[src/rtl/add8_seq_ctrl_if.sv]
// Operand/result bus of the multi-byte adder sequencer.
// Optional `sub` request bit is present when ADD8_SEQ_SUB_EN is defined.
interface add8_seq_ctrl_if #(
  parameter int NBYTES = 4
);
  localparam int W = 8 * NBYTES;

  logic         start;
  logic [W-1:0] op_a;
  logic [W-1:0] op_b;
  logic         cin;
`ifdef ADD8_SEQ_SUB_EN
  logic         sub;
`endif
  logic         busy;
  logic         done;
  logic [W-1:0] sum;
  logic         cout;

`ifdef ADD8_SEQ_SUB_EN
  modport master (output start, op_a, op_b, cin, sub, input busy, done, sum, cout);
  modport slave  (input start, op_a, op_b, cin, sub, output busy, done, sum, cout);
`else
  modport master (output start, op_a, op_b, cin, input busy, done, sum, cout);
  modport slave  (input start, op_a, op_b, cin, output busy, done, sum, cout);
`endif
endinterface

[src/rtl/add8_seq_ctrl.sv]
// Runs an external 8-bit combinational adder as an NBYTES-wide adder, one byte per cycle, LSB first.
// Define ADD8_SEQ_SUB_EN to add the `sub` request bit (A-B via inverted B and forced carry-in).
module add8_seq_ctrl #(
  parameter int NBYTES = 4
) (
  input  logic                 clk,
  input  logic                 rst_n,
  add8_seq_ctrl_if.slave       bus,
  output logic [7:0]           add_a,
  output logic [7:0]           add_b,
  output logic                 add_ci,
  input  logic [7:0]           add_s,
  input  logic                 add_co
);
  localparam int W  = 8 * NBYTES;
  localparam int IW = $clog2(NBYTES);

  typedef enum logic [1:0] {IDLE, RUN, DONE} state_t;

  state_t        state, next_state;
  logic [W-1:0]  a_q, b_q, acc, sum_q;
  logic          cin_q, carry, cout_q;
  logic [IW-1:0] idx;
  logic          last;
  logic [7:0]    b_byte;
  logic          ci0;

  assign last = (idx == IW'(NBYTES - 1));

`ifdef ADD8_SEQ_SUB_EN
  logic sub_q;
  // Two's-complement subtract: invert B and inject the +1 through byte-0 carry.
  assign b_byte = b_q[8*idx +: 8] ^ {8{sub_q}};
  assign ci0    = sub_q ? 1'b1 : cin_q;
`else
  assign b_byte = b_q[8*idx +: 8];
  assign ci0    = cin_q;
`endif

  // NOTE: sequential state uses non-blocking assignments so every register samples pre-edge values.
  always_ff @(posedge clk or negedge rst_n) begin
    if (!rst_n) state <= IDLE;
    else        state <= next_state;
  end

  // NOTE: every output of this block gets a default first, so no path can infer a latch.
  always_comb begin
    next_state = state;
    bus.busy   = 1'b0;
    bus.done   = 1'b0;
    add_a      = '0;
    add_b      = '0;
    add_ci     = 1'b0;
    case (state)
      IDLE: if (bus.start) next_state = RUN;
      RUN: begin
        bus.busy = 1'b1;
        add_a    = a_q[8*idx +: 8];
        add_b    = b_byte;
        add_ci   = (idx == '0) ? ci0 : carry;
        if (last) next_state = DONE;
      end
      DONE: begin
        bus.busy   = 1'b1;
        bus.done   = 1'b1;
        next_state = IDLE;
      end
      default: next_state = IDLE;
    endcase
  end

  // NOTE: the operand and accumulator registers are reset too, so an aborted run leaves no stale bytes.
  always_ff @(posedge clk or negedge rst_n) begin
    if (!rst_n) begin
      a_q    <= '0;
      b_q    <= '0;
      cin_q  <= 1'b0;
      acc    <= '0;
      carry  <= 1'b0;
      idx    <= '0;
      sum_q  <= '0;
      cout_q <= 1'b0;
`ifdef ADD8_SEQ_SUB_EN
      sub_q  <= 1'b0;
`endif
    end else begin
      case (state)
        IDLE: if (bus.start) begin
          a_q   <= bus.op_a;
          b_q   <= bus.op_b;
          cin_q <= bus.cin;
          idx   <= '0;
          carry <= 1'b0;
`ifdef ADD8_SEQ_SUB_EN
          sub_q <= bus.sub;
`endif
        end
        RUN: begin
          acc[8*idx +: 8] <= add_s;
          carry           <= add_co;
          if (last) begin
            // Top byte is written to acc on this same edge, so splice it in directly.
            sum_q  <= {add_s, acc[W-9:0]};
            cout_q <= add_co;
          end else begin
            idx <= idx + 1'b1;
          end
        end
        default: ;
      endcase
    end
  end

  assign bus.sum  = sum_q;
  assign bus.cout = cout_q;
endmodule

[src/flat_wrapper.sv]
// flat-port wrapper written by rule: the top's interface ports become plain ports
module add8_seq_ctrl_flat 
#(
  parameter int NBYTES = 4
)
  (clk, rst_n, add_a, add_b, add_ci, add_s, add_co, bus_start, bus_op_a, bus_op_b, bus_cin, bus_busy, bus_done, bus_sum, bus_cout);
  add8_seq_ctrl_if #(.NBYTES(NBYTES)) bus_i ();
  input  logic clk;
  input  logic rst_n;
  output logic [7:0] add_a;
  output logic [7:0] add_b;
  output logic add_ci;
  input  logic [7:0] add_s;
  input  logic add_co;
  input wire logic [$bits(bus_i.start)-1:0] bus_start;
  input wire logic [$bits(bus_i.op_a)-1:0] bus_op_a;
  input wire logic [$bits(bus_i.op_b)-1:0] bus_op_b;
  input wire logic [$bits(bus_i.cin)-1:0] bus_cin;
  output wire logic [$bits(bus_i.busy)-1:0] bus_busy;
  output wire logic [$bits(bus_i.done)-1:0] bus_done;
  output wire logic [$bits(bus_i.sum)-1:0] bus_sum;
  output wire logic [$bits(bus_i.cout)-1:0] bus_cout;
  assign bus_i.start = bus_start;
  assign bus_i.op_a = bus_op_a;
  assign bus_i.op_b = bus_op_b;
  assign bus_i.cin = bus_cin;
  assign bus_busy = bus_i.busy;
  assign bus_done = bus_i.done;
  assign bus_sum = bus_i.sum;
  assign bus_cout = bus_i.cout;
  add8_seq_ctrl #(.NBYTES(NBYTES)) u_core (.clk(clk), .rst_n(rst_n), .bus(bus_i), .add_a(add_a), .add_b(add_b), .add_ci(add_ci), .add_s(add_s), .add_co(add_co));
endmodule
[config.mk]
export PLATFORM = sky130hd
export DESIGN_NAME = add8_seq_ctrl_flat
export DESIGN_NICKNAME = d
export VERILOG_FILES = /design/src/rtl/add8_seq_ctrl_if.sv /design/src/rtl/add8_seq_ctrl.sv /design/src/flat_wrapper.sv
export SDC_FILE = /design/constraint.sdc
export NUM_CORES = 1
export LEC_CHECK = 0
export CAP_MARGIN = 40
export CORE_MARGIN = 2
export CORE_UTILIZATION = 43
export DETAILED_ROUTE_END_ITERATION = 10
export GPL_TIMING_DRIVEN = 0
export PLACE_DENSITY = 0.77
export SLEW_MARGIN = 0
export SYNTH_ARGS = -nofsm -noshare
export SYNTH_HDL_FRONTEND = slang
export SYNTH_SLANG_ARGS = --single-unit
[constraint.sdc]
create_clock -name clk -period 2.3 [get_ports clk]
set_clock_uncertainty 0.2 [all_clocks]
set_input_delay 0.46 -clock clk [delete_from_list [all_inputs] [get_ports clk]]
set_output_delay 0.46 -clock clk [all_outputs]
set_load 0.02 [all_outputs]
Word level (Yosys, flattened, before mapping):

Index checks and enable logic that the tools add are counted.

* add/sub/neg operators: 2
* eq/ne operators: 6
* shift-type cells: 4
* muxes and demuxes: 15
* reductions and logical operators: 9

Operator list (count)
* $shiftx A32 B6 Y8: 2
* $neg A5 Y34: 1
* $shift A8 B34 Y32 const A: 1
* $shiftx A8 B34 Y32: 1
* $bwmux W32: 1
* $mux W8: 2
* $mux W2: 4
* $pmux W2 S2: 2
* $reduce_and A2 Y1: 4
* $mux W1: 5
* $eq A2 B2 Y1 const B: 2
* $logic_not A2 Y1: 2
* $ne A2 B2 Y1 const B: 2
* $reduce_and A3 Y1: 1
* $add A2 B1 Y2 const B: 1
* $eq A2 B1 Y1 const B: 1
* $ne A2 B1 Y1 const B: 1
* $pmux W1 S2: 1
* $reduce_bool A2 Y1: 1
* $reduce_or A2 Y1: 1

* register bits after elaboration: 135
* input port bits: 77
* output and inout bits: 52
* logic and storage cells: 45

Logic depth before layout (Yosys ltp):

Gate-level depths: netlist (run 1).

* depth in word-level cells: 3
* gate-level depth with buffers: 7
* gate-level depth less buffers: 5

Worst setup path before layout (run 1):

OpenSTA, ideal clock, no wires.

* path kind: flip-flop to output port
* start point: register u_core.idx[1]
* end point: output port add_ci
* data arrival time: 1.598 ns
* data required time: 1.640 ns
* path slack: 0.042 ns
* cell stages (with the launch flop): 7
* path buffers: 2
* cell sequence: dfrtp_1 buf_2 buf_2 inv_1 ha_1 mux2i_1 nor2b_1

* longest elaborated chain between the ends: 3

RTL lines
* start: declaration: line add8_seq_ctrl.sv:23 `logic [IW-1:0] idx;`
* start signal: assignment: line add8_seq_ctrl.sv:106 `idx <= idx + 1'b1;`
* $logic_not A2 Y1: line add8_seq_ctrl.sv:60 `add_ci = (idx == '0) ? ci0 : carry;`
* $mux W1: line add8_seq_ctrl.sv:60
* $mux W1: line add8_seq_ctrl.sv:54 `case (state)`
* end: declaration: line flat_wrapper.sv:12 `output logic add_ci;`

Every way passes these cells.

Worst setup path in the final report (run 1):

* start point: register u_core.idx[0]
* end point: output port add_b[6]

* longest elaborated chain between the ends: 2

RTL lines
* $shiftx A32 B6 Y8: line add8_seq_ctrl.sv:36 `assign b_byte = b_q[8*idx +: 8];`
* $mux W8: line add8_seq_ctrl.sv:54
* end: declaration: line flat_wrapper.sv:11 `output logic [7:0] add_b;`

Every way passes these cells.

==> impl_metrics.toml, run 1 <==
[final_layout]
final_cells = 696
regArea_um2 = 3180
area_growth_pct = 44.5
drive_gt1_frac = 0.426
multiInputGateArea_um2 = 2170
fillers = 978
diodes = 0
fin_nets = 597

[place]
gp_congestion = 0.745
port_buffers = 128
dpl_worst_slack_ns = -0.799
hpwl_mm = 8.42
placedCellCount = 646

[clocking]
cts_max_level = 4
clock_sinks = 127
cts_made_buffers = 17
clkTransAtPathRegs_ns = 0.05
cts_tree = "built"
cts_root_buf = "clkbuf_16"
clk_latency_ns = 0.41
clockBufferDepth = 2

[synth]
postSynthCellCount = 345
ys_seq_area_frac = 0.585
synth_edf_count = 0
synth_warnings = 0
yosysTopAreaCell = "dfrtp_1"
synth_area_leaders = "dfrtp_1 (58%), mux2_2 (21%), mux4_2 (6.6%)"
synthArstFlopShare = 1.00
syn-mean-instance-area_um2 = 15.8
synth_flop_cell = "dfrtp_1"
ys_ff_latch = 127
synth_top_area_frac = 0.585
syn_nets = 431
ys_types = 28
syn_area_um2 = 5430

[timing]
min_period_ns = 2.51
setup_slack_ns = -0.209
worstMarginPinSlew_ns = 0.452
setup_viol = 40
finalHoldViolCount = 0
fin_crit_sh = 1.09
slew_headroom = 0.699
rsz0062_at_grt = "yes"
fmax_mhz = 399
slew_viol_final = 0

[routing]
first_iter_violations = 138
wl_per_cell_um = 17.3
drt-met1-wl_mm = 4.74
wl_met2_mm = 6.04
routed_via_density = 5.08
drtPass1Iterations = 4
wl_mm = 12.0
met3_length_mm = 1.07
drc = 0
routed-via-count = 3538
maxUsedRoutingLayer = "met4"
antenna_left = 0

[power_and_ir_drop]
p_per_area_nw_per_um2 = 1470
fin_total_pwr_w = 0.0116
leakagePower_nw = 3.46
ir_drop_mv = 0.721

[critical_path]
ff2ff_path_depth = 9
crit_required_ns = 1.64
cp_max_fo = 6
critical_path_class = "flop to output port"
crit_path_end_kind = "output port"
critPathLaunchType = "flop"
arrival_ns = 1.85

[die]
die_w_um = 116
ios = 129
core_area_um2 = 12500
rows = 41
start_util = 0.436
die_h_um = 116
dieArea_um2 = 13600

[job]
maxCapViolCount = 0

[global_route]
grt_max_degree = 93
global_route.overflow_total = 0
grt_pass1_wl_mm = 18.9
grt_pass1_vias = 3663
antenna_found_initial = 0
grt_use_total = 0.189

[min_path]
holdPathStages = 1
hold_class = "flop to flop"

[run_status]
status = "finished with violations"
failed_checks = "negative setup slack"
cell usage in the layout, fill, tap and decap left out, types with 4 or more instances in the layout:
cell type and instances:
nand2_1 6, mux2_2 99, buf_6 18, buf_2 10
bufinv_16 4, clkdlybuf4s50_1 108, clkbuf_16 17, clkinvlp_4 5
buf_4 20, and2_4 16, o21ai_0 4, dfrtp_1 127
a22o_1 25, mux4_2 16, ha_1 8
worst max-delay path, stage by stage, from the launching register on:
cell	delay, ns
dfrtp_1	0.36
buf_6	0.16
buf_12	0.14
mux4_2	0.50
and2_4	0.16
buf_6	0.12
area by class of cell:
cell class,instances,share of cell area
plain buffers,18,0.0191
clock buffers,23,0.0609
clock inverters,9,0.0199
inverters,5,0.00335
multi-input cells,195,0.277
flip-flops and latches,127,0.405
well taps,172,0.0274
repair buffers,147,0.187
Yosys cell counts (all sizes together), types with 2 or more instances:
library cell  count
inv               5
clkbuf            2
mux4             16
a22o             25
ha                9
nor2              2
o21ai             4
buf              16
nor2b             2
mux2i             2
mux2             99
nand2b            3
a21oi             2
nand2             7
dfrtp           127
and2             16
through the flow:
step / util / setup TNS [ns] / hold WS (ns) / instance area, µm²
global placement: 0.556 / -548.17 / 0.270 / 6930
CTS: 0.625 / -3.88 / 0.300 / 7800
floorplan: - / 0 / -0.0356 / 5430
finish: 0.630 / -5.18 / 0.301 / 7850
detailed placement: 0.558 / -14.71 / 0.180 / 6960
global route: 0.630 / -8.03 / 0.316 / 7850
metal layers:
layer,vias to the layer above,GRT usage
met5,-,0
met2,131,0.304
met3,17,0.0794
met4,0,0.0690
met1,1801,0.229
li1,1589,-
sequential cells by signal, summed over array words and instances (netlist names):
name and flops:
u_core.a_q 32, u_core.b_q 32, u_core.ci0 1, u_core.state 2, u_core.bus.sum 32, u_core.idx 2
u_core.acc 24, u_core.carry 1, u_core.bus.cout 1
final timing paths:
path                                 endpoint  slack, ns          startpoint
max                                  add_b[6]      -0.21       u_core.idx[0]
max reg2reg                    u_core.acc[11]      -0.15       u_core.idx[1]
min reg2reg                u_core.bus.sum[31]       0.30  u_core.bus.sum[31]
min in group asynchronous   u_core.bus.sum[2]       0.32               rst_n
min                        u_core.bus.sum[31]       0.30  u_core.bus.sum[31]
max in group asynchronous      u_core.a_q[25]       0.84               rst_n
cell families after synthesis:
family	Yosys count	synth area share
flip-flops	127	0.585
AND/OR/NAND/NOR	36	0.0456
multiplexers	117	0.275
adder cells (fa/ha/maj)	9	0.0207
buffers and inverters	23	0.0251
AO/OA/AOI/OAI	33	0.0486
report_power, final:
group / switching [W] / internal (W) / leakage, nW
Combinational: 0.00214 / 0.00292 / 1.57
Sequential: 0.000476 / 0.00320 / 1.59
Clock: 0.000934 / 0.00190 / 0.300
Total: 0.00355 / 0.00802 / 3.46
timing repair:
item / 4_1_cts / 5_1_grt
gates resized for setup: 133 / 3
setup endpoints to repair: 42 / 38
cloned: 1 / 0
hold endpoints to repair: 35 / 0
buffers inserted: 7 / 10
pin swaps: 15 / 3
hold buffers: 1 / 0
No activity file was read; power rests on OpenSTA's default activity.
==> inputs of run 2 (changes only) <==
CORE_MARGIN = 3   (was 2)
CORE_UTILIZATION = 31   (was 43)
PLACE_DENSITY = 0.6   (was 0.77)
==> run 2 against run 1 <==
The flow still finishes with violations (negative setup slack). Hold slack worse by 0.018 ns. Clock-buffer cell count is 2 lower. Fmax shrank 2.3%. Critical path depth is 1 higher. Wire length up 11%. Clock power up 5%. Register-to-register slack gained 0.27 ns. Die area increased by 41%. Largest cell class unchanged.
==> impl_metrics.toml, run 2 (synthesis gave the netlist of run 1 again) <==
[critical_path]
critPathLaunchType = "flop"
crit_required_ns = 1.64
crit_path_end_kind = "output port"
critical_path_class = "flop to output port"
cp_max_fo = 5
arrival_ns = 1.91

[die]
die_w_um = 138
start_util = 0.322
ios = 129
core_area_um2 = 16900
dieArea_um2 = 19200
rows = 47
die_h_um = 138

[place]
port_buffers = 128
dpl_worst_slack_ns = -0.818
hpwl_mm = 9.30
placed_area_um2 = 7020
gp_congestion = 0.768

[final_layout]
fin_nets = 601
mostFrequentLayoutCell = "dfrtp_1"
drive_gt1_frac = 0.441
most-common-layout-cells = "dfrtp_1 (127), clkdlybuf4s50_1 (108), mux2_2 (99)"
diodes = 0
area_growth_pct = 47.6
fin_area_um2 = 8020

[global_route]
antenna_found_initial = 1
grt_max_degree = 70
grt_use_total = 0.144
global_route.overflow_total = 0
grt_pass1_wl_mm = 21.5
grt_pass1_vias = 3886

[timing]
worstMarginPinSlew_ns = 0.648
holdWs_ns = 0.282
finalHoldViolCount = 0
fin_crit_sh = 1.12
slew_viol_final = 0
rsz0062_at_grt = "yes"
min_period_ns = 2.57
fmax_mhz = 390
setup_viol = 17
slew_headroom = 0.568
setup_slack_ns = -0.267
tns_ns = -3.50

[job]
maxCapViolCount = 0

[routing]
maxUsedRoutingLayer = "met5"
met3_length_mm = 1.05
wl_met2_mm = 6.27
drtPass1Iterations = 4
wl_mm = 13.3
drc = 0
routed_via_density = 4.70
first_iter_violations = 96
drt-met1-wl_mm = 5.85
wl_per_cell_um = 17.8
antenna_left = 0
routed-via-count = 3519

[clocking]
cts_max_level = 4
clk_latency_ns = 0.41
clockBufferDepth = 2
clkTransAtPathRegs_ns = 0.06
clock_sinks = 127
cts_made_buffers = 17
cts_tree = "built"
cts_root_buf = "clkbuf_16"

[power_and_ir_drop]
ir_drop_mv = 0.738
fin_total_pwr_w = 0.0119
leakagePower_nw = 3.51
p_per_area_nw_per_um2 = 1490

[run_status]
status = "finished with violations"
failed_checks = "negative setup slack"

[min_path]
hold_class = "flop to flop"
-- run 2: routing by layer --
| layer | GRT usage | up-vias |
|---|---|---|
| met5 | 0 | - |
| met4 | 0.0447 | 2 |
| met3 | 0.0608 | 12 |
| met2 | 0.224 | 124 |
| met1 | 0.184 | 1778 |
| li1 | - | 1603 |
-- run 2: critical path, cell delays in order (launching register included) --
cell and delay, ns:
dfrtp_1 0.35, buf_6 0.15, buf_12 0.11, buf_12 0.11, mux4_2 0.49, and2_4 0.16
buf_6 0.12
-- run 2: cell type report --
cell class,count,area [µm²]
fillers,1485,8860
plain buffers,18,165
inverters,5,22.5
repair buffers,151,1530
flip-flops and latches,127,3180
multi-input cells,195,2190
well taps,220,275
clock buffers,21,470
clock inverters,11,185
-- run 2: power by group --
group | internal, W | total (W) | leakage, nW | switching [W]
clock network | 0.00200 | 0.00296 | 0.319 | 0.000959
logic | 0.00306 | 0.00526 | 1.60 | 0.00220
registers | 0.00320 | 0.00369 | 1.59 | 0.000493
-- run 2: worst paths after layout --
kind | start | end | slack (ns) | depth (start not counted)
max | u_core.idx[0] | add_a[6] | -0.27 | 6
min | u_core.acc[12] | u_core.acc[12] | 0.28 | 2
max reg2reg | u_core.idx[1] | u_core.acc[16] | 0.12 | 9
max in group asynchronous | rst_n | u_core.a_q[24] | 0.74 | 3
min reg2reg | u_core.acc[12] | u_core.acc[12] | 0.28 | 2
min in group asynchronous | rst_n | u_core.bus.sum[16] | 0.42 | 2
-- run 2: metrics by stage --
stage | util | instances
floorplan | - | 345
finish | 0.475 | 748
global placement | 0.414 | 693
CTS | 0.471 | 741
detailed placement | 0.416 | 694
global route | 0.475 | 748
-- run 2: repair_timing --
action,in CTS,in global routing
resized for setup,138,11
hold buffers,1,0
gates cloned,1,0
setup endpoints to repair,42,32
buffers inserted,13,9
pin swaps,18,3
endpoints found under the hold margin,68,0
==> inputs of run 3 (changes only) <==
CORE_UTILIZATION = 50   (was 31)
PLACE_DENSITY = 0.86   (was 0.6)
==> run 3 against run 2 <==
The flow still finishes with violations (negative setup slack). Cell area shrank 3.5%. Via count grew 1.1%. Setup slack lost 0.051 ns. Core utilization grew 26 points. Fmax shrank 1.9%. Critical path depth shrank 1. Sequential cell count is the same. Wire length shrank 4.7%. Power shrank 4.4%. Clock power shrank 17%. Combinational power is essentially flat. Sequential share of layout area grew 1.4 points.
==> impl_metrics.toml, run 3 (synthesis gave the netlist of run 1 again) <==
[routing]
routed_via_density = 5.41
antenna_left = 0
wl_mm = 12.7
drtPass1Iterations = 4
wl_per_cell_um = 19.3
routed-via-count = 3557
drc = 0
first_iter_violations = 152

[final_layout]
diodes = 0
final_cells = 657
mostFrequentLayoutCell = "dfrtp_1"
fin_nets = 596
fillers = 666
multiInputGateArea_um2 = 2190
most-common-layout-cells = "dfrtp_1 (127), clkdlybuf4s50_1 (108), mux2_2 (99)"
drive_gt1_frac = 0.428
regArea_um2 = 3180
area_growth_pct = 42.5

[timing]
fin_crit_sh = 1.14
min_period_ns = 2.62
slew_headroom = 0.580
slew_viol_final = 0
fmax_mhz = 382
worstMarginPinSlew_ns = 0.629
setup_viol = 17
rsz0062_at_grt = "yes"
finalHoldViolCount = 0
setup_slack_ns = -0.318
tns_ns = -4.93

[clocking]
cts_made_buffers = 17
cts_max_level = 4
clk_latency_ns = 0.51
clkTransAtPathRegs_ns = 0.06
clock_sinks = 127
clockBufferDepth = 2
cts_tree = "built"
cts_root_buf = "clkbuf_8"

[power_and_ir_drop]
pwr-share-comb = 0.459
ir_drop_mv = 0.761
fin_total_pwr_w = 0.0114
power_switching_w = 0.00363
pwr-share-clk = 0.217
sw_frac_of_total = 0.319
p_per_area_nw_per_um2 = 1470
internal-power_w = 0.00775
leakagePower_nw = 3.43
seqPwrFrac = 0.324

[run_status]
failed_checks = "negative setup slack"
status = "finished with violations"

[place]
placedCellCount = 610
port_buffers = 128
hpwl_mm = 8.52
gp_congestion = 0.769

[critical_path]
max_stage_delay_ns = 0.50
critical_path_class = "flop to output port"
cpMaxStageDelayCell = "mux4_2"
r2r_slack_ns = 0.09
crit_path_end_kind = "output port"
arrival_ns = 1.96
cp_max_fo = 6
crit_path_frequent_cell = "buf_6"
crit_required_ns = 1.64
critPathLaunchType = "flop"
crit_chain = "buf_6 -> buf_12 -> mux4_2 -> and2_4 -> buf_6"

[global_route]
grt_pass1_wl_mm = 19.9
global_route.overflow_total = 0
antenna_found_initial = 0
grt_pass1_vias = 3741
grt_max_degree = 67
grt_use_total = 0.221

[min_path]
hold_class = "primary input to asynchronous set/reset pin"

[die]
dieArea_um2 = 12200
die_h_um = 110
die_w_um = 110
start_util = 0.519
rows = 37
core_area_um2 = 10500
ios = 129

[job]
maxCapViolCount = 0
==> run 3: cell count changes in the layout (fill, tap and decap cells not counted), sizes merged <==
cell / delta
clkbuf: +2
bufinv: -4
clkinvlp: -1
clkdlybuf4s15: +1
dlygate4sd2: -1
buf: -4
==> run 3: through the flow <==
stage | utilization | hold WS, ns | cell area (µm²) | setup WS, ns
after floorplan | - | -0.0356 | 5430 | 0.0422
after global placement | 0.658 | 0.270 | 6890 | -4.13
after detailed placement | 0.661 | 0.282 | 6910 | -0.735
after CTS | 0.734 | 0.302 | 7680 | -0.402
after global routing | 0.740 | 0.316 | 7740 | -0.373
final | 0.740 | 0.300 | 7740 | -0.318
==> run 3: critical path, delay by kind of cell, from the launching register on <==
kind          cells  cell delay [ns]
simple gates      1             0.16
mux               1             0.50
buf+inv           3             0.42
flops             1             0.36
==> run 3: worst paths after layout <==
kind | cells past startpoint | from | endpoint
worst min-delay path | 2 | rst_n | u_core.bus.sum[24]
max in group asynchronous | 3 | rst_n | u_core.ci0
worst max-delay path | 5 | u_core.idx[0] | add_a[3]
worst min register to register | 1 | u_core.a_q[29] | u_core.a_q[29]
worst max register to register | 8 | u_core.idx[0] | u_core.acc[10]
min in group clk | 1 | u_core.a_q[29] | u_core.a_q[29]
==> run 3: cell type report <==
class                      count  share of cell area
buffer                        18              0.0207
clock buffer                  24              0.0634
clock inverter                 6             0.00743
inverter                       5             0.00323
multi-input combinational    195               0.283
sequential                   127               0.411
tap                          136              0.0220
timing repair buffer         146               0.190
==> run 3: layer usage <==
| layer | track usage | up-vias | part of all wire |
|---|---|---|---|
| met5 | 0 | - | 0 |
| met2 | 0.360 | 123 | 0.51 |
| li1 | - | 1591 | - |
| met1 | 0.279 | 1826 | 0.40 |
| met4 | 0.0704 | 0 | 0.016 |
| met3 | 0.0751 | 17 | 0.072 |
==> run 3: what timing repair did <==
item | in CTS | in global routing
hold buffers | 1 | 0
pin swaps | 13 | 7
setup buffers | 9 | 7
resized for setup | 133 | 13
gates cloned | 1 | 0
endpoints found under the hold margin | 65 | 0
setup endpoints to repair | 42 | 39
==> run 3: power groups by stage <==
| stage | Clock, W | Combinational, W | Sequential (W) |
|---|---|---|---|
| after CTS | 0.00248 | 0.00512 | 0.00368 |
| after detailed placement | 0 | 0.00457 | 0.00371 |
| final | 0.00247 | 0.00523 | 0.00369 |
| after global placement | 0 | 0.00444 | 0.00365 |
| after global routing | 0.00260 | 0.00559 | 0.00380 |
| after floorplan | 0 | 0.00279 | 0.00380 |
